**config.mk**
```make
export PLATFORM = sky130hd
export DESIGN_NAME = enemy_fire_arbiter
export DESIGN_NICKNAME = d
export VERILOG_FILES = /design/src/rtl/enemy_pkg.sv /design/src/rtl/enemy_fire_slot.sv /design/src/rtl/enemy_fire_arbiter.sv
export SDC_FILE = /design/constraint.sdc
export NUM_CORES = 1
export LEC_CHECK = 0
export CORE_ASPECT_RATIO = 0.9
export CORE_MARGIN = 8
export CORE_UTILIZATION = 50
export CTS_BUF_LIST = sky130_fd_sc_hd__clkbuf_2 sky130_fd_sc_hd__clkbuf_4 sky130_fd_sc_hd__clkbuf_8
export DETAILED_ROUTE_END_ITERATION = 10
export GPL_ROUTABILITY_DRIVEN = 0
export PLACE_DENSITY = 0.7
export SLEW_MARGIN = 20
export SYNTH_ARGS = -nofsm -noshare
export SYNTH_HDL_FRONTEND = slang
export SYNTH_SLANG_ARGS = --single-unit
```
**constraint.sdc**
```tcl
create_clock -name frame_clk -period 3.26 [get_ports frame_clk]
set_input_delay 0.489 -clock frame_clk [delete_from_list [all_inputs] [get_ports frame_clk]]
set_output_delay 0.489 -clock frame_clk [all_outputs]
set_load 0.01 [all_outputs]
```
**src/rtl/enemy_pkg.sv**
```systemverilog
// rtl/enemy_pkg.sv - shared types and constants for the enemy fire arbiter
// Contents: slot_state_t slot lifecycle states, default cooldown/lifetime
// constants, default requester count and the owner index width helper.
package enemy_pkg;

    typedef enum logic [1:0] {
        IDLE   = 2'd0,
        LAUNCH = 2'd1,
        FLIGHT = 2'd2
    } slot_state_t;

    localparam int ENEMY_COOLDOWN        = 120;
    localparam int ENEMY_BULLET_LIFETIME = 200;
    localparam int ENEMY_N_REQ           = 4;
    localparam int OWNER_W               = $clog2(ENEMY_N_REQ);

    // Owner index width; a single requester still needs a 1-bit field.
    function automatic int owner_width(input int n_req);
        return (n_req > 1) ? $clog2(n_req) : 1;
    endfunction

endpackage

```
**src/rtl/enemy_fire_slot.sv**
```systemverilog
// rtl/enemy_fire_slot.sv - one projectile slot: IDLE/LAUNCH/FLIGHT lifecycle
// Ports: frame_clk, Reset (async, active-high), play, flush,
//        launch/launch_owner/launch_dir (grant into this slot),
//        slot_done (projectile finished), fire (one-frame launch pulse),
//        dir/owner (latched at launch), busy (state != IDLE).
module enemy_fire_slot
    import enemy_pkg::*;
#(
    parameter int LIFETIME = ENEMY_BULLET_LIFETIME,
    parameter int OW       = OWNER_W
) (
    input  logic          frame_clk,
    input  logic          Reset,
    input  logic          play,
    input  logic          flush,
    input  logic          launch,
    input  logic [OW-1:0] launch_owner,
    input  logic          launch_dir,
    input  logic          slot_done,
    output logic          fire,
    output logic          dir,
    output logic          busy,
    output logic [OW-1:0] owner
);

    slot_state_t   state, state_next;
    logic [7:0]    life, life_next;
    logic          fire_next, dir_next;
    logic [OW-1:0] owner_next;

    always_comb begin
        state_next = state;
        life_next  = life;
        fire_next  = 1'b0;
        dir_next   = dir;
        owner_next = owner;
        if (flush) begin
            state_next = IDLE;
            life_next  = '0;
        end else if (play) begin
            case (state)
                IDLE: begin
                    if (launch) begin
                        state_next = LAUNCH;
                        life_next  = '0;
                        fire_next  = 1'b1;
                        dir_next   = launch_dir;
                        owner_next = launch_owner;
                    end
                end
                // slot_done is deliberately ignored here: the ball has not
                // been released yet, so any done level belongs to a prior shot.
                LAUNCH: state_next = FLIGHT;
                FLIGHT: begin
                    if (slot_done || life == 8'(LIFETIME - 1)) begin
                        state_next = IDLE;
                        life_next  = '0;
                    end else begin
                        life_next = life + 8'd1;
                    end
                end
                default: state_next = IDLE;
            endcase
        end
    end

    always_ff @(posedge frame_clk or posedge Reset) begin
        if (Reset) begin
            state <= IDLE;
            life  <= '0;
            fire  <= 1'b0;
            dir   <= 1'b0;
            owner <= '0;
        end else begin
            state <= state_next;
            life  <= life_next;
            fire  <= fire_next;
            dir   <= dir_next;
            owner <= owner_next;
        end
    end

    assign busy = (state != IDLE);

endmodule

```
**src/rtl/enemy_fire_arbiter.sv**
```systemverilog
// rtl/enemy_fire_arbiter.sv - round-robin launch arbiter over shared projectile slots
// Ports: frame_clk, Reset (async, active-high), play, flush,
//        req/req_dir (per requester), slot_done (per slot),
//        grant (one-hot pulse), slot_fire, slot_dir, slot_busy,
//        slot_owner (packed OW bits per slot, slot 0 in the LSBs).
module enemy_fire_arbiter
    import enemy_pkg::*;
#(
    parameter  int N_REQ    = ENEMY_N_REQ,
    parameter  int N_SLOT   = 2,
    parameter  int COOLDOWN = ENEMY_COOLDOWN,
    parameter  int LIFETIME = ENEMY_BULLET_LIFETIME,
    localparam int OW       = owner_width(N_REQ)
) (
    input  logic                 frame_clk,
    input  logic                 Reset,
    input  logic                 play,
    input  logic                 flush,
    input  logic [N_REQ-1:0]     req,
    input  logic [N_REQ-1:0]     req_dir,
    input  logic [N_SLOT-1:0]    slot_done,
    output logic [N_REQ-1:0]     grant,
    output logic [N_SLOT-1:0]    slot_fire,
    output logic [N_SLOT-1:0]    slot_dir,
    output logic [N_SLOT-1:0]    slot_busy,
    output logic [N_SLOT*OW-1:0] slot_owner
);

    logic [7:0]        cooldown [N_REQ];
    logic [OW-1:0]     rr;
    logic [N_REQ-1:0]  eligible;
    logic [N_SLOT-1:0] slot_sel;
    logic              have_slot;
    logic              have_req;
    logic              do_grant;
    logic [OW-1:0]     grant_idx;
    logic [N_REQ-1:0]  grant_vec;
    logic [N_SLOT-1:0] launch;

    always_comb begin
        eligible  = '0;
        slot_sel  = '0;
        have_slot = 1'b0;
        have_req  = 1'b0;
        grant_idx = '0;
        grant_vec = '0;
        for (int i = 0; i < N_REQ; i++) begin
            eligible[i] = req[i] && (cooldown[i] == 8'd0);
        end
        // Target is decided from current slot state only, so a slot freed
        // at this edge is not reusable until the next one.
        for (int s = 0; s < N_SLOT; s++) begin
            if (!have_slot && !slot_busy[s]) begin
                slot_sel[s] = 1'b1;
                have_slot   = 1'b1;
            end
        end
        for (int k = 0; k < N_REQ; k++) begin
            if (!have_req && eligible[(int'(rr) + k) % N_REQ]) begin
                have_req  = 1'b1;
                grant_idx = OW'((int'(rr) + k) % N_REQ);
            end
        end
        do_grant             = have_slot && have_req && play && !flush;
        grant_vec[grant_idx] = do_grant;
        launch               = do_grant ? slot_sel : '0;
    end

    always_ff @(posedge frame_clk or posedge Reset) begin
        if (Reset) begin
            grant <= '0;
            rr    <= '0;
            for (int i = 0; i < N_REQ; i++) cooldown[i] <= 8'd0;
        end else if (flush) begin
            grant <= '0;
            rr    <= '0;
            for (int i = 0; i < N_REQ; i++) cooldown[i] <= 8'd0;
        end else if (!play) begin
            grant <= '0;
        end else begin
            grant <= grant_vec;
            if (do_grant) rr <= OW'((int'(grant_idx) + 1) % N_REQ);
            // A freshly loaded cooldown does not also decrement this frame.
            for (int i = 0; i < N_REQ; i++) begin
                if (do_grant && grant_idx == OW'(i)) begin
                    cooldown[i] <= 8'(COOLDOWN);
                end else if (cooldown[i] != 8'd0) begin
                    cooldown[i] <= cooldown[i] - 8'd1;
                end
            end
        end
    end

    for (genvar s = 0; s < N_SLOT; s++) begin : g_slot
        enemy_fire_slot #(
            .LIFETIME (LIFETIME),
            .OW       (OW)
        ) u_slot (
            .frame_clk    (frame_clk),
            .Reset        (Reset),
            .play         (play),
            .flush        (flush),
            .launch       (launch[s]),
            .launch_owner (grant_idx),
            .launch_dir   (req_dir[grant_idx]),
            .slot_done    (slot_done[s]),
            .fire         (slot_fire[s]),
            .dir          (slot_dir[s]),
            .busy         (slot_busy[s]),
            .owner        (slot_owner[s*OW +: OW])
        );
    end

endmodule

```
After elaboration in Yosys (flattened, before gate mapping)
Cells that the tools add are included.
Storage, ports and cells
  memory bits (writable): 0
  register bits after elaboration: 66
  output and inout port bits: 14
  ROM bits: 0
  input bits: 14
  memories kept: 0
  bits in latches: 0
Operators by class
  bitwise gates (word level): 5
  mux-type cells: 70
  $add $sub $neg: 10
  div/mod/pow operators: 0
  shifts and indexed selects: 0
  magnitude comparators: 6
  equality and inequality tests: 13
  reduce and logical (&&, ||, !) cells: 58
  multipliers: 0
Operators by type and width (number)
  $mux W8: 16
  $mux W32: 2
  $logic_not A8 Y1: 4
  $mux W2: 16
  $pmux W8 S2: 2
  $reduce_bool A8 Y1: 4
  $sub A8 B1 Y8 const B: 4
  $mux W1: 24
  $reduce_bool A3 Y1: 6
  $add A8 B1 Y8 const B: 2
  $eq A8 B8 Y1 const B: 2
  $logic_and A1 B1 Y1: 16
  $lt A3 B4 Y1 const B: 3
  $pmux W2 S3: 2
  $reduce_and A3 Y1: 4
  $bmux W1 S2: 5
  $reduce_and A2 Y1: 5
  $eq A2 B2 Y1 const B: 4
  $mux W4: 2
  $reduce_and A4 Y1: 2
  $reduce_bool A2 Y1: 4
  $eq A2 B1 Y1 const B: 3
  $logic_not A2 Y1: 3
  $lt A2 B3 Y1 const B: 2
  12 further kinds: 25

Depth between registers and ports, before layout
Gate-level depths: netlist of the first run.
  depth in word-level cells: 22
  gate-level depth with buffers: 13

Cells and area by module
From an unflattened synthesis of the first run, not the netlist that was laid out.
Unflattened totals
  cells, all modules: 396
  area total of the unflattened synthesis: 3787.4 um^2
By module, submodules not included
  enemy_fire_arbiter: seq. area each 950.9 um^2, instances 1, area an instance 2333.5 um^2, cells each 252
  enemy_fire_slot: seq. area each 350.3 um^2, instances 2, area an instance 726.9 um^2, cells each 72

Worst setup path after synthesis of the first run
No wires, ideal clock.
  path kind: flip-flop to flip-flop
  start: reg cooldown[27] (netlist name)
  end: reg cooldown[19] (netlist name)
  setup time: 0.083 ns
  clock period less this slack: 2.849 ns
  arrival: 2.766 ns
  cell stages (with the launch flop): 11
  path slack: 0.411 ns
  path through: dfrtp_1 > or4_4 > nor4b_2 > a311oi_1 > o21ai_4 > inv_1 > ha_1 > a221oi_1 > clkbuf_1 > o21ai_0 > o21ai_0
RTL lines
  start, declared: RTL line enemy_fire_arbiter.sv:29  | logic [7:0] cooldown [N_REQ];
  start signal, assigned by index: RTL line enemy_fire_arbiter.sv:86  | cooldown[i] <= 8'(COOLDOWN);
  start signal, assigned by index: RTL line enemy_fire_arbiter.sv:88  | cooldown[i] <= cooldown[i] - 8'd1;
  $logic_not A8 Y1 (*): RTL line enemy_fire_arbiter.sv:48  | eligible[i] = req[i] && (cooldown[i] == 8'd0);
  $logic_and A1 B1 Y1 (*): RTL line enemy_fire_arbiter.sv:48
  $bmux W1 S2: RTL line enemy_fire_arbiter.sv:59  | if (!have_req && eligible[(int'(rr) + k) % N_REQ]) begin
  $mux W1 (not written as such): RTL line enemy_fire_arbiter.sv:59
  $mux W1: RTL line enemy_fire_arbiter.sv:59
  $logic_not A1 Y1: RTL line enemy_fire_arbiter.sv:59
  $logic_and A1 B1 Y1: RTL line enemy_fire_arbiter.sv:59
  $mux W1: RTL line enemy_fire_arbiter.sv:59
  [... 4 more ...]
  $logic_and A1 B1 Y1: RTL line enemy_fire_arbiter.sv:59
  $mux W2 (*): RTL line enemy_fire_arbiter.sv:59
  net g_slot[0].u_slot.launch_owner[0]: RTL line enemy_fire_slot.sv:17  | input logic [OW-1:0] launch_owner,
  $eq A2 B1 Y1 (*): RTL line enemy_fire_arbiter.sv:85  | if (do_grant && grant_idx == OW'(i)) begin
  $logic_and A1 B1 Y1 (*): RTL line enemy_fire_arbiter.sv:85
  $mux W8: RTL line enemy_fire_arbiter.sv:85
  $mux W32: RTL line enemy_fire_arbiter.sv:78  | end else if (!play) begin
  $mux W32: RTL line enemy_fire_arbiter.sv:74  | end else if (flush) begin
The timed path passes the listed nets; every way through them passes the cells marked *. The select of a mux whose other input is x is not followed.
A chain may end at the register's enable or synchronous reset.

Worst setup path in the final report of the first run
  start: reg cooldown[27] (netlist name)
  end: reg cooldown[23] (netlist name)
Same word-level chain as after synthesis.

==> flow_summary_export.csv, run 1 <==
group,metric,value,unit
final_layout,area_growth,13.80,%
timing,rsz0062_at_grt,"no",
timing,setup_viol_count_final,0,
routing,vias,3125,
setup_path,endpoint_kind,"flop",
grt,grt_pass1_wl,14180,µm
cts,cts_max_path_buffers,2,
timing,period_share,90.43,%
timing,layout_min_cycle_time,2948,ps
synthesis,syn-num-nets,454,
setup_path,crit_required,3490,ps
timing,tns,0,ps
cts,clk_latency,350,ps
final_layout,drive_above_1_share,12.66,%
power_and_ir_drop,power.share.clock,17.9,%
power_and_ir_drop,power.internal,2.075,mW
routing,ant_nets,0,
timing,slew_violations,0,
setup_path,cp_max_fo,14,
synthesis,seq_area_frac_synth,42.86,%
floorplan,initial_core_util,51.33,%
routing,wl_per_cell,14.87,µm
power_and_ir_drop,p_leak,2.010,nW
setup_path,startpoint_type,"flop",
cts,clock-sinks,66,
grt,antenna_found_initial,0,
synthesis,synth_area_per_cell,9.046,µm²
synthesis,ys_ff_latch,66,
cts,root_buffer,"clkbuf_8",
timing,whs,425.4,ps
routing,viasPerCell,5.641,
floorplan,design.portCount,28,
floorplan,die-area,10780,µm²
grt,grt_max_degree,53,
timing,hold_violations,0,
setup_path,path_class,"reg -> reg",
power_and_ir_drop,p_switching,1.484,mW
place,dp_hpwl,5925,µm
timing,relSlewSlack,50.11,%
timing,fin_skew,11.26,ps
synthesis,async_flop_share,100.0,%
final_layout,num_antenna_cells,0,
synthesis,syn_inst,426,
final_layout,postLayoutCoreUtil,58.42,%
place,port_buffers,27,
setup_path,crit_arrival,3170,ps
timing,max_freq,339.2,MHz
grt,grt_pass1_vias,3094,
power_and_ir_drop,powerDensity,811.7,nW/µm²
cts,clkTransAtPathRegs,80,ps
power_and_ir_drop,pwr-share-comb,46.1,%
routing,finalWirelength,8237,µm
cts,cts_tree,"built",
cts,post_cts_resized,0,
power_and_ir_drop,power.share.switching,41.70,%
synthesis,yosysUniqueCellTypes,59,
cts,cts_max_level,3,
power_and_ir_drop,pwr-share-seq,36.0,%
floorplan,fp.dieW,108.5,µm
outcome,status,"finished clean",
job,maxCapViolCount,0,
floorplan,fp-row-count,30,
cts,ctsHoldBuffers,0,
grt,grt_use_total,16.13,%
power_and_ir_drop,peakVddDrop,0.0003560,V
floorplan,coreArea,7507,µm²
final_layout,final_area,4385,µm²
final_layout,fin_nets,482,
routing,drt_first_pass_iters,4,
grt,grt_remaining_overflow,0,
floorplan,dieHeight,99.29,µm
synthesis,synth_edf_count,0,
routing,drtIter0Drc,176,
timing,worst_slew_pin_slew,740.2,ps
cts,postCtsSetupBuffers,0,
cts,cts-buffers-inserted,9,
synthesis,syn-cell-area,3854,µm²
worst_hold_path,hold_class,"in -> async",
synthesis,yosys_warnings,0,
routing,drc,0,
synthesis,synthFlopType,"dfrtp_1",
place,placed_area,4212,µm²
## through the flow
stage	total power, mW	instances	worst slack (ps)
floorplan	2.535	426	411.5
global placement	2.875	539	280.3
detailed placement	2.936	539	236.9
CTS	3.575	554	326.2
global route	3.851	554	95.26
finish	3.559	554	311.8
## power by group through the flow
stage	sequential [mW]	clock [mW]	combinational [mW]
3_3_place_gp	1.28	0	1.59
5_1_grt	1.32	0.680	1.85
4_1_cts	1.28	0.649	1.65
6_report	1.28	0.636	1.64
2_1_floorplan	1.25	0	1.29
3_5_place_dp	1.29	0	1.64
## synth_stat cells, types with 3 or more instances
| cell | n | area [µm²] |
|---|---|---|
| ha_1 | 14 | 175.2 |
| nand4_2 | 4 | 50.05 |
| nand4_1 | 3 | 18.77 |
| a21o_1 | 3 | 22.52 |
| nor2_1 | 51 | 191.4 |
| o21ai_1 | 10 | 50.05 |
| buf_4 | 7 | 52.55 |
| a21oi_1 | 24 | 120.1 |
| dfrtp_1 | 66 | 1652 |
| clkbuf_1 | 6 | 22.52 |
| nand3b_1 | 3 | 22.52 |
| a31oi_1 | 3 | 18.77 |
| nand2b_1 | 7 | 43.79 |
| o31ai_1 | 11 | 82.58 |
| nor2b_1 | 10 | 62.56 |
| nor3_1 | 11 | 55.05 |
| mux2_2 | 4 | 45.04 |
| o21bai_1 | 4 | 30.03 |
| buf_6 | 3 | 33.78 |
| nand2_1 | 35 | 131.4 |
| inv_1 | 21 | 78.83 |
| mux2i_1 | 5 | 50.05 |
| o21ai_0 | 55 | 275.3 |
| and3_1 | 10 | 62.56 |
| nand3_1 | 12 | 60.06 |
| buf_2 | 3 | 15.01 |
## critical path, cell delays in order, from the launching register on
cell	delay [ps]
dfrtp_1	470
or4_4	590
nor4b_2	290
a311oi_1	120
o21ai_4	250
inv_1	130
ha_1	240
a221oi_1	270
buf_4	230
nor2_1	90
nand3_1	80
o21ai_0	70
## layout make-up
class | instances | area [µm²]
well taps | 96 | 120.1
inverters | 23 | 86.33
clock buffers | 12 | 158.9
repair buffers | 37 | 357.8
fillers | 661 | 3122
clock inverters | 3 | 15.01
flip-flops and latches | 66 | 1652
multi-input cells | 317 | 1996
## layer usage
layer | vias to the layer above | GRT usage, % | wire (µm)
li1 | 1557 | - | -
met1 | 1512 | 20.40 | 3854
met2 | 44 | 25.70 | 3996
met3 | 12 | 4.072 | 258
met4 | 0 | 6.309 | 128
met5 | - | 0 | 0
## path summary, 6_finish.rpt
| path | to | start | slack, ps | depth (start not counted) |
|---|---|---|---|---|
| hold / removal | cooldown[11]$_DFFE_PP0P_ | Reset | 430 | 2 |
| min in group frame_clk | cooldown[15]$_DFFE_PP0P_ | cooldown[15]$_DFFE_PP0P_ | 490 | 1 |
| setup / recovery | cooldown[23]$_DFFE_PP0P_ | cooldown[27]$_DFFE_PP0P_ | 310 | 11 |
| hold reg to reg | cooldown[15]$_DFFE_PP0P_ | cooldown[15]$_DFFE_PP0P_ | 490 | 1 |
| setup reg to reg | cooldown[23]$_DFFE_PP0P_ | cooldown[27]$_DFFE_PP0P_ | 310 | 11 |
| max in group asynchronous | cooldown[22]$_DFFE_PP0P_ | Reset | 2250 | 3 |
## placed cells by master, fill, tap and decap left out, types with 4 or more instances in the layout
cell type / netlist / routed
and3_1: 10 / 10
o31ai_1: 11 / 11
mux2i_1: 5 / 5
o21ai_0: 55 / 55
a21oi_1: 24 / 24
ha_1: 14 / 14
dfrtp_1: 66 / 66
nand4_2: 4 / 4
clkbuf_8: 0 / 11
buf_4: 7 / 9
o21bai_1: 4 / 4
nand2_1: 35 / 35
o21ai_1: 10 / 10
nor3_1: 11 / 11
nand3_1: 12 / 12
mux2_2: 4 / 4
inv_1: 21 / 20
nor2_1: 51 / 51
nor2b_1: 10 / 10
nand2b_1: 7 / 7
clkdlybuf4s50_1: 0 / 27
## cells by family after synthesis
| kind of cell | count (synthesis) | synth area share [%] |
|---|---|---|
| mux | 10 | 2.857 |
| buf+inv | 43 | 5.552 |
| simple gates | 166 | 23.28 |
| compound gates | 127 | 20.91 |
| flops | 66 | 42.86 |
| fa+ha+maj | 14 | 4.546 |
## sequential cells by signal, summed over array words and instances (netlist names)
| signal | cells |
|---|---|
| cooldown | 32 |
| g_slot.u_slot.life | 16 |
| g_slot.u_slot.owner | 4 |
| g_slot.u_slot.state | 4 |
| grant | 4 |
| g_slot.u_slot.dir | 2 |
| g_slot.u_slot.fire | 2 |
| rr | 2 |
(Power assumes the default switching activity.)
==> inputs of run 2 (changes only) <==
--- a/config.mk
+++ b/config.mk
@@ -6,12 +6,13 @@
 export NUM_CORES = 1
 export LEC_CHECK = 0
 export CORE_ASPECT_RATIO = 0.9
-export CORE_MARGIN = 8
+export CORE_MARGIN = 2
 export CORE_UTILIZATION = 50
 export CTS_BUF_LIST = sky130_fd_sc_hd__clkbuf_2 sky130_fd_sc_hd__clkbuf_4 sky130_fd_sc_hd__clkbuf_8
+export CTS_CLUSTER_DIAMETER = 40
 export DETAILED_ROUTE_END_ITERATION = 10
 export GPL_ROUTABILITY_DRIVEN = 0
-export PLACE_DENSITY = 0.7
+export PLACE_DENSITY = 0.79
 export SLEW_MARGIN = 20
 export SYNTH_ARGS = -nofsm -noshare
 export SYNTH_HDL_FRONTEND = slang
==> run 2 against run 1 <==
Net effect:
- global-route usage rose by 5.1 points
- count of clock-buffer cells in the layout fell by 2
- maximum frequency barely moved
- clock skew fell by 2.1 ps
- sequential cell count did not move
- routed wire length fell by 2.1%
- core utilization rose by 0.65 points
- clock power rose by 24%
- register-to-register slack barely moved
==> flow_summary_export.csv, run 2 (synthesis gave the netlist of run 1 again) <==
group,metric,value,unit
cts,cts_max_path_buffers,2,
setup_path,crit_required,3490,ps
cts,ctsHoldBuffers,0,
final_layout,num_antenna_cells,0,
floorplan,initial_core_util,51.33,%
timing,slew_violations,0,
setup_path,endpoint_kind,"flop",
cts,clock-sinks,66,
setup_path,startpoint_type,"flop",
power_and_ir_drop,p_leak,2.031,nW
final_layout,largest_reg_flops,32,
cts,post_cts_resized,0,
grt,grt_pass1_wl,13830,µm
floorplan,fp-row-count,30,
power_and_ir_drop,p_switching,1.496,mW
final_layout,postLayoutCoreUtil,59.07,%
power_and_ir_drop,power.share.clock,21.2,%
final_layout,final_cell_mix,"66 x dfrtp_1, 55 x o21ai_0, 51 x nor2_1",
final_layout,fillerInstances,665,
final_layout,top_regs,"cooldown (32), g_slot.u_slot.life (16)",
routing,ant_nets,0,
final_layout,fin_nets,484,
timing,fin_skew,9.194,ps
power_and_ir_drop,power.share.switching,40.40,%
timing,period_share,90.46,%
setup_path,cp_max_fo,14,
routing,viasPerCell,5.720,
place,placed_area,4207,µm²
floorplan,coreArea,7507,µm²
cts,cts_tree,"built",
timing,max_freq,339.1,MHz
final_layout,layout_commonest_cell,"dfrtp_1",
routing,drt_first_pass_iters,4,
cts,root_buffer,"clkbuf_8",
floorplan,fp.dieW,96.54,µm
routing,wl_met3,315,µm
routing,wl_met2,3888,µm
timing,tns,0,ps
final_layout,area_growth,15.06,%
final_layout,regMostFlops,"cooldown",
timing,hold_violations,0,
cts,cts_max_level,3,
grt,grt_pass1_vias,2963,
cts,postCtsSetupBuffers,0,
outcome,status,"finished clean",
place,dp_hpwl,5844,µm
power_and_ir_drop,powerDensity,835.2,nW/µm²
power_and_ir_drop,finalPower,3.703,mW
grt,antenna_found_initial,0,
timing,layout_min_cycle_time,2949,ps
floorplan,die-area,8426,µm²
final_layout,final_area,4434,µm²
job,maxCapViolCount,0,
power_and_ir_drop,peakVddDrop,0.0002994,V
routing,wl_met1,3722,µm
grt,grt_remaining_overflow,0,
setup_path,crit_arrival,3180,ps
power_and_ir_drop,power.internal,2.207,mW
power_and_ir_drop,pwr-share-seq,34.5,%
place,port_buffers,27,
grt,grt_max_degree,39,
timing,worst_slew_pin_slew,484.0,ps
cts,clk_latency,350,ps
routing,finalWirelength,8068,µm
floorplan,dieHeight,87.29,µm
cts,clkTransAtPathRegs,80,ps
routing,drc,0,
timing,setup_viol_count_final,0,
grt,grt_use_total,21.21,%
routing,vias,3186,
final_layout,drive_above_1_share,13.02,%
cts,cts-buffers-inserted,9,
timing,rsz0062_at_grt,"no",
setup_path,path_class,"reg -> reg",
timing,relSlewSlack,67.48,%
routing,route.top_layer_used,"met4",
routing,wl_per_cell,14.48,µm
worst_hold_path,hold_class,"in -> async",
floorplan,design.portCount,28,
power_and_ir_drop,pwr-share-comb,44.2,%
setup_path,ff2ff_path_depth,11,
routing,drtIter0Drc,159,
==> run 2: cell types whose count changed in the layout (fill, tap and decap cells not counted), sizes merged <==
cell,delta
bufinv,+2
clkinvlp,+1
buf,+2
clkbuf,-2
==> run 2: per-layer routing <==
layer	vias up	track usage (%)
li1	1571	-
met1	1538	28.79
met2	67	33.08
met3	10	5.108
met4	0	7.682
met5	-	0
==> run 2: area by class of cell <==
type | count | area [µm²] | share of cell area (%)
multi-input cells | 317 | 1988 | 44.84
flip-flops and latches | 66 | 1652 | 37.25
repair buffers | 39 | 360.3 | 8.126
clock buffers | 10 | 137.6 | 3.104
well taps | 96 | 120.1 | 2.709
clock inverters | 6 | 90.09 | 2.032
inverters | 23 | 86.33 | 1.947
==> run 2: path summary, 6_finish.rpt <==
check | start | end | slack (ps)
min | Reset | g_slot[1].u_slot.life[1]$_DFFE_PP0P_ | 450
min reg2reg | cooldown[15]$_DFFE_PP0P_ | cooldown[15]$_DFFE_PP0P_ | 480
max reg2reg | cooldown[27]$_DFFE_PP0P_ | cooldown[23]$_DFFE_PP0P_ | 310
max in group asynchronous | Reset | cooldown[11]$_DFFE_PP0P_ | 2110
max | cooldown[27]$_DFFE_PP0P_ | cooldown[23]$_DFFE_PP0P_ | 310
min in group frame_clk | cooldown[15]$_DFFE_PP0P_ | cooldown[15]$_DFFE_PP0P_ | 480
==> run 2: power groups by stage <==
stage	sequential, mW	combinational (mW)	clock (mW)
after floorplan	1.25	1.29	0
after global placement	1.28	1.57	0
after detailed placement	1.29	1.63	0
after CTS	1.28	1.64	0.803
after global routing	1.32	1.84	0.845
final	1.28	1.64	0.786
==> run 2: worst max-delay path, stage by stage (launching register included) <==
cell and delay (ps):
dfrtp_1 480, nor4_4 380, nand4_2 250, o221a_2 350, o21ai_4 240, inv_1 130
ha_1 240, a221oi_1 280, buf_4 230, nor2_1 100, nand3_1 80, o21ai_0 70
==> run 2: per-stage QoR <==
step / hold WS [ps] / std cells / worst slack (ps)
5_1_grt: 489.3 / 557 / 49.80
3_3_place_gp: 464.2 / 541 / 283.1
3_5_place_dp: 469.1 / 541 / 175.5
4_1_cts: 456.2 / 557 / 292.1
2_1_floorplan: 442.2 / 426 / 411.5
6_report: 453.6 / 557 / 311.0
==> inputs of run 3 (changes only) <==
--- a/config.mk
+++ b/config.mk
@@ -6,7 +6,7 @@
 export NUM_CORES = 1
 export LEC_CHECK = 0
 export CORE_ASPECT_RATIO = 0.9
-export CORE_MARGIN = 2
+export CORE_MARGIN = 8
 export CORE_UTILIZATION = 50
 export CTS_BUF_LIST = sky130_fd_sc_hd__clkbuf_2 sky130_fd_sc_hd__clkbuf_4 sky130_fd_sc_hd__clkbuf_8
 export CTS_CLUSTER_DIAMETER = 40
==> run 3 against run 2 <==
Net effect:
- global-route usage decreased by 5.1 points
- die area rose by 28%
- critical path depth unchanged
- count of clock-buffer cells in the layout grew 3
- power fell by 5.1%
- largest cell class unchanged
==> flow_summary_export.csv, run 3 (synthesis gave the netlist of run 1 again) <==
group,metric,value,unit
cts,clkTransAtPathRegs,70,ps
setup_path,ff2ff_path_depth,11,
grt,grt_busiest_layer,"met2",
routing,viasPerCell,5.632,
final_layout,stdcell_count,552,
grt,grt_use_met1,20.57,%
worst_hold_path,hold_class,"reg -> reg",
timing,max_freq,337.8,MHz
routing,wl_per_cell,14.41,µm
timing,rsz0062_at_grt,"no",
grt,grt_use_met3,4.331,%
routing,ant_nets,0,
final_layout,postLayoutCoreUtil,58.15,%
grt,grt_pass1_vias,3069,
grt,met2_usage,25.70,%
setup_path,rr_startpoint,"cooldown[27]$_DFFE_PP0P_",
setup_path,r2r_end,"cooldown[23]$_DFFE_PP0P_",
final_layout,area_growth,13.28,%
floorplan,dieHeight,99.29,µm
routing,drt_first_pass_iters,4,
cts,cts_tree,"built",
job,maxCapViolCount,0,
cts,postCtsSetupBuffers,0,
floorplan,fp.dieW,108.5,µm
grt,grt_max_degree,67,
cts,post_cts_resized,0,
cts,clk_latency,340,ps
power_and_ir_drop,p_leak,1.998,nW
setup_path,regToRegSetupSlack,300,ps
floorplan,coreArea,7507,µm²
timing,period_share,90.81,%
timing,fin_skew,7.291,ps
timing,layout_min_cycle_time,2960,ps
final_layout,num_antenna_cells,0,
routing,finalWirelength,7956,µm
cts,cts_max_path_buffers,2,
place,port_buffers,27,
final_layout,regMostFlops,"cooldown",
setup_path,endpoint_kind,"flop",
timing,hold_violations,0,
place,dpl_worst_slack,208.2,ps
timing,setup_ws,299.7,ps
setup_path,crit_required,3480,ps
setup_path,cp_num_cells,11,
cts,clock-sinks,66,
final_layout,final_cell_mix,"66 x dfrtp_1, 55 x o21ai_0, 51 x nor2_1",
floorplan,fp-row-count,30,
final_layout,fillerInstances,680,
grt,grt_remaining_overflow,0,
routing,drtIter0Drc,131,
timing,whs,481.4,ps
setup_path,cp_max_fo,14,
power_and_ir_drop,peakVddDrop,0.0002785,V
timing,relSlewSlack,45.65,%
final_layout,top_regs,"cooldown (32), g_slot.u_slot.life (16)",
place,dp_cells,539,
timing,worst_slew_pin_slew,815.2,ps
power_and_ir_drop,powerDensity,805.1,nW/µm²
setup_path,path_cells,"or4_4 -> nor4b_2 -> a311oi_1 -> o21ai_4 -> inv_1 -> ha_1 -> a221oi_1 -> buf_4 -> nor2_1 -> nand3_1 -> o21ai_0",
cts,root_buffer,"clkbuf_8",
cts,cts-buffers-inserted,9,
outcome,status,"finished clean",
setup_path,cpMaxStageDelayCell,"or4_4",
floorplan,die-area,10780,µm²
setup_path,critical_path_buf_inv_count,2,
setup_path,crit_start,"cooldown[27]$_DFFE_PP0P_",
grt,grt_use_total,16.08,%
power_and_ir_drop,finalPower,3.515,mW
cts,ctsHoldBuffers,0,
place,placed_area,4199,µm²
final_layout,largest_reg_flops,32,
cts,cts_max_level,3,
timing,setup_viol_count_final,0,
setup_path,slowest_delay,590,ps
setup_path,path_class,"reg -> reg",
setup_path,path_delay_family,"simple AND/OR/NAND/NOR gates",
routing,drc,0,
setup_path,crit_arrival,3180,ps
place,dp_hpwl,5699,µm
grt,grt_pass1_wl,14110,µm
final_layout,final_area,4365,µm²
final_layout,fin_nets,482,
setup_path,startpoint_type,"flop",
timing,slew_violations,0,
grt,antenna_found_initial,0,
final_layout,drive_above_1_share,12.28,%
final_layout,layout_commonest_cell,"dfrtp_1",
floorplan,design.portCount,28,
setup_path,crit_end,"cooldown[23]$_DFFE_PP0P_",
timing,tns,0,ps
routing,vias,3109,
floorplan,initial_core_util,51.33,%
-- run 3: cell count changes in the layout (fill, tap and decap cells not counted), sizes merged --
cell,delta
clkinvlp,-1
clkbuf,+3
bufinv,-2
clkinv,-3
buf,-2
-- run 3: worst reg2reg max path: cells and delay by family (launching register included) --
kind,cells,cell delay (ps)
and+or+nand+nor,4,1060
adders and majority gates,1,250
AOI/OAI and AO/OA,4,710
DFF,1,470
buffers and inverters,2,360
-- run 3: area by class of cell --
class | count | area (µm²) | share of cell area, %
clock buffer | 13 | 166.4 | 3.812
timing repair buffer | 37 | 345.3 | 7.911
sequential | 66 | 1652 | 37.83
tap | 96 | 120.1 | 2.751
multi-input combinational | 317 | 1996 | 45.71
inverter | 23 | 86.33 | 1.978
-- run 3: routing by layer --
layer / wire [µm] / share of wire [%]
met4: 85 / 1.1
met3: 353 / 4.4
met5: 0 / 0
met2: 3861 / 49
met1: 3656 / 46
-- run 3: where the power goes --
group          internal (mW)  switching, mW
sequential              1.05          0.231
combinational          0.705          0.923
clock                  0.322          0.283
-- run 3: worst min-delay path by stage --
stage | slack (ps) | start | endpoint | depth (start not counted)
2_1_floorplan | 440 | cooldown[15]$_DFFE_PP0P_ | cooldown[15]$_DFFE_PP0P_ | 1
3_3_place_gp | 460 | cooldown[15]$_DFFE_PP0P_ | cooldown[15]$_DFFE_PP0P_ | 1
3_5_place_dp | 470 | cooldown[15]$_DFFE_PP0P_ | cooldown[15]$_DFFE_PP0P_ | 1
4_1_cts | 490 | cooldown[15]$_DFFE_PP0P_ | cooldown[15]$_DFFE_PP0P_ | 1
5_1_grt | 510 | g_slot[0].u_slot.life[7]$_DFFE_PP0P_ | g_slot[0].u_slot.life[7]$_DFFE_PP0P_ | 1
6_report | 480 | cooldown[15]$_DFFE_PP0P_ | cooldown[15]$_DFFE_PP0P_ | 1
==> RTL edit 1, RTL diff (config.mk and constraints of run 3) <==
Change the package constant `ENEMY_N_REQ` from 4 to 2.
--- a/src/rtl/enemy_pkg.sv
+++ b/src/rtl/enemy_pkg.sv
@@ -11,7 +11,7 @@
 
     localparam int ENEMY_COOLDOWN        = 120;
     localparam int ENEMY_BULLET_LIFETIME = 200;
-    localparam int ENEMY_N_REQ           = 4;
+    localparam int ENEMY_N_REQ           = 2;
     localparam int OWNER_W               = $clog2(ENEMY_N_REQ);
 
     // Owner index width; a single requester still needs a 1-bit field.
Ports: changed (resized grant, req, req_dir and slot_owner); port bits go from 28 to 20. The function was not compared with the original's and may differ.
==> RTL edit 1 against run 3 <==
  * Final area down 34%
  * Worst setup slack better by 490 ps
  * Worst hold slack better by 26 ps
  * Wire length down 31%
  * Count of clock-buffer cells in the layout down 8
  * Largest cell class unchanged
  * Total power down 37%
  * Area after synthesis down 33%
  * Sequential cell count down 21
  * Clock power down 44%
==> RTL edit 1: results (changes against run 3) <==
[run_status]
status = complete, no violations

[setup_path]
cp_top_family = multiplexers
reg2reg_depth = 6  ; -5
crit_slowest_cell = a311oi_2
worstPathMaxFanout = 6  ; -8
endpoint = g_slot[1].u_slot.dir
worst_ep_arrival_time_ps = 2660  ; -520 ps
cp-startpoint = cooldown[0]

[yosys]
syn-num-nets = 290  ; -36%
synthTopCellsByArea = dfrtp_1, nor2_1, o21ai_0
ys_types = 59  ; unchanged
seq_area_frac_synth = 0.4356  ; +0.007053
synth_cells = 274  ; -36%
synth.cells.most_frequent = dfrtp_1, nor2_1, nand2_1

[clock_tree]
cts-root-buf = clkbuf_8
cts_max_level = 2  ; -1
cts_made_buffers = 5  ; -4

[finish]
fill_cells = 477  ; -30%
reg.largest.list = cooldown: 16 flops, g_slot.u_slot.life: 16 flops, g_slot.u_slot.state: 4 flops
fin_nets = 305  ; -37%
layout-drive-gt1-share = 0.1172  ; -0.005566
area_delta_synth_final_pct = 11.18

[routing]
drt_iter0_markers = 102  ; -22%
wirelength_met1_mm = 2.537  ; -31%
wire_per_inst_um = 15.40  ; +6.9%
wl_met2_mm = 2.583  ; -33%
wl_mm = 5.498  ; -31%
drt_first_pass_iters = 4  ; unchanged

[global_route]
use_met2 = 0.2335  ; -0.02355
grt_max_degree = 46  ; -31%
met1_usage = 0.1848  ; -0.02089
grt_usage = 0.1470  ; -0.01379
grtUsageMet3 = 0.04367  ; +0.0003624
grt_pass1_wl_mm = 9.494  ; -33%

[placement]
postPlaceCellArea_mm2 = 0.002788  ; -34%
place_ws_ps = 609.3  ; +401.1 ps
dp_cells = 349  ; -35%
dp.final_hpwl_mm = 3.917  ; -31%
io_buffers = 19  ; -30%

[hold_path]
holdPathEnd = g_slot[1].u_slot.life[7]
min-delay-start = g_slot[1].u_slot.life[7]

[power]
leakagePower_nw = 1.239  ; -38%
irDropWorstVdd_uv = 402.5  ; +45%

[sta]
hold_slack_ps = 507.0  ; +25.63 ps
skew_ps = 4.269  ; -3.023 ps
worstMarginPinSlew_ps = 901.9  ; +86.73 ps
setup_ws_ps = 787.3  ; +487.6 ps

-- RTL edit 1: cell types whose count changed in the layout (fill, tap and decap cells not counted), sizes merged, moves of 8 or more --
cell / run 3 / this run
a21oi: 24 / 10
o21ai: 67 / 19
ha: 14 / 6
clkbuf: 13 / 5
clkdlybuf4s50: 27 / 19
dfrtp: 66 / 45
nor2: 52 / 26
nand2: 37 / 20
-- RTL edit 1: power by group --
part | total, mW | switching (mW) | internal, mW
logic | 1.06 | 0.576 | 0.482
clock network | 0.339 | 0.191 | 0.148
registers | 0.813 | 0.134 | 0.679
-- RTL edit 1: area by class of cell --
cell class              instances  share of cell area
repair buffers                 23             0.07662
clock buffers                   5             0.02394
multi-input cells             197              0.4502
flip-flops and latches         45              0.3918
clock inverters                 3            0.006095
inverters                      17             0.02220
well taps                      67             0.02917
-- RTL edit 1: cell families after synthesis --
kind of cell,share of synthesized area
simple gates,0.2270
compound gates,0.1970
flops,0.4356
buf+inv,0.06389
mux,0.03727
fa+ha+maj,0.02904
xor+xnor,0.01017
==> RTL edit 2, RTL diff (settings of run 3) <==
Made on the original files. Re-encode `slot_state_t` (3 states) as one-hot, 3 bits wide.
--- a/src/rtl/enemy_pkg.sv
+++ b/src/rtl/enemy_pkg.sv
@@ -3,10 +3,10 @@
 // constants, default requester count and the owner index width helper.
 package enemy_pkg;
 
-    typedef enum logic [1:0] {
-        IDLE   = 2'd0,
-        LAUNCH = 2'd1,
-        FLIGHT = 2'd2
+    typedef enum logic [2:0] {
+        IDLE   = 3'b001,
+        LAUNCH = 3'b010,
+        FLIGHT = 3'b100
     } slot_state_t;
 
     localparam int ENEMY_COOLDOWN        = 120;
Function: no difference found for any inputs over 4 cycles, from zero or initial values and one cycle with Reset high; so few cycles prove little.
==> RTL edit 2 against run 3 <==
  * Total power increased by 7.4%
  * Final cell count increased by 0.18%
  * Worst setup slack improved by 200 ps
  * Sequential cell count increased by 2
  * Wire length increased by 12%
  * Critical endpoint is now cooldown[4]
  * Area after synthesis increased by 1.8%
  * Count of clock-buffer cells in the layout unchanged
  * Final area increased by 2.5%
==> RTL edit 2: results (changes against run 3) <==
[yosys]
synthMuxAreaShare = 0.007658  ; -0.02091
synth_xor_area_frac = 0.03574  ; +0.03574
synthTopCellsByArea = dfrtp_1, ha_1, o21ai_0
synthAdderAreaFrac = 0.04467  ; -0.0007832
synth_compound_area_frac = 0.1854  ; -0.02370
seq_area_frac_synth = 0.4346  ; +0.006017
syn_avg_cell_area_um2 = 9.205  ; +1.8%
synth.cells.most_frequent = dfrtp_1, nor2_1, o21ai_0

[setup_path]
timing.rr.start = cooldown[0]
crit_slowest_cell = dfrtp_1
cpPeakStageDelay_ps = 420  ; -170 ps
reg2reg_setup_slack_ps = 500  ; +200 ps

[sta]
slew_headroom = 0.5969  ; +0.1404
hold_slack_ps = 361.2  ; -120.2 ps

[global_route]
grt_pass1_wl_mm = 15.19  ; +7.7%
grt_usage = 0.1715  ; +0.01072
first_global_vias = 3195  ; +4.1%
grt_max_degree = 34  ; -49%

[power]
switching_share = 0.4052  ; -0.003757
irDropWorstVdd_uv = 306.6  ; +10%
seqPwrFrac = 0.346  ; -0.018
combPwrFrac = 0.458  ; -0.005
switchingPower_mw = 1.530  ; +6.5%
leakagePower_nw = 1.962  ; -1.8%

[finish]
clk_share = 0.04836  ; +0.01024
num-nonclk-buffers = 35  ; -5.4%
nMultiInputCombCells = 312  ; -1.6%
reg.largest.list = cooldown: 32 flops, g_slot.u_slot.life: 16 flops, g_slot.u_slot.state: 6 flops
layout-drive-gt1-share = 0.09190  ; -0.03090
fin_nets = 480  ; -0.41%
multi_input_area_share = 0.4484  ; -0.008730
seq-cell-share = 0.3808  ; +0.002435
nNonClkInverters = 26  ; +13%
final_cells = 553  ; +0.18%

[routing]
drt_first_pass_iters = 5  ; +1

[run_status]
status = complete, no violations

[placement]
place_ws_ps = 368.2  ; +160.0 ps
dp.final_hpwl_mm = 6.555  ; +15%
postPlaceCellArea_mm2 = 0.004259  ; +1.4%

[floorplan]
core-area_mm2 = 0.007582  ; +1.0%

[hold_path]
hold_path.class = input port to asynchronous set/reset pin

-- RTL edit 2: cell types whose count changed in the layout (fill, tap and decap cells not counted), sizes merged, moves of 6 or more --
cell and delta:
nand2 -7, xor2 +7, xnor2 +9, a31oi +6, o21ai -33, nor2 -16
o31ai -6
-- RTL edit 2: worst reg2reg max path, stage by stage (launching register included) --
cell,delay [ps]
dfrtp_1,420
inv_1,120
ha_1,170
nor2b_1,290
nand4_1,230
o211ai_1,170
nand3_1,230
inv_1,180
ha_1,260
nand3_1,180
and3_1,220
o21ai_0,190
-- RTL edit 2: per-layer routing --
| layer | up-vias | wire length [um] | GRT usage | share of wire |
|---|---|---|---|---|
| li1 | 1586 | - | - | - |
| met1 | 1580 | 3986 | 0.2235 | 0.45 |
| met2 | 129 | 4145 | 0.2646 | 0.47 |
| met3 | 9 | 672 | 0.05894 | 0.076 |
| met4 | 0 | 74 | 0.04357 | 0.0083 |
| met5 | - | 0 | 0 | 0 |
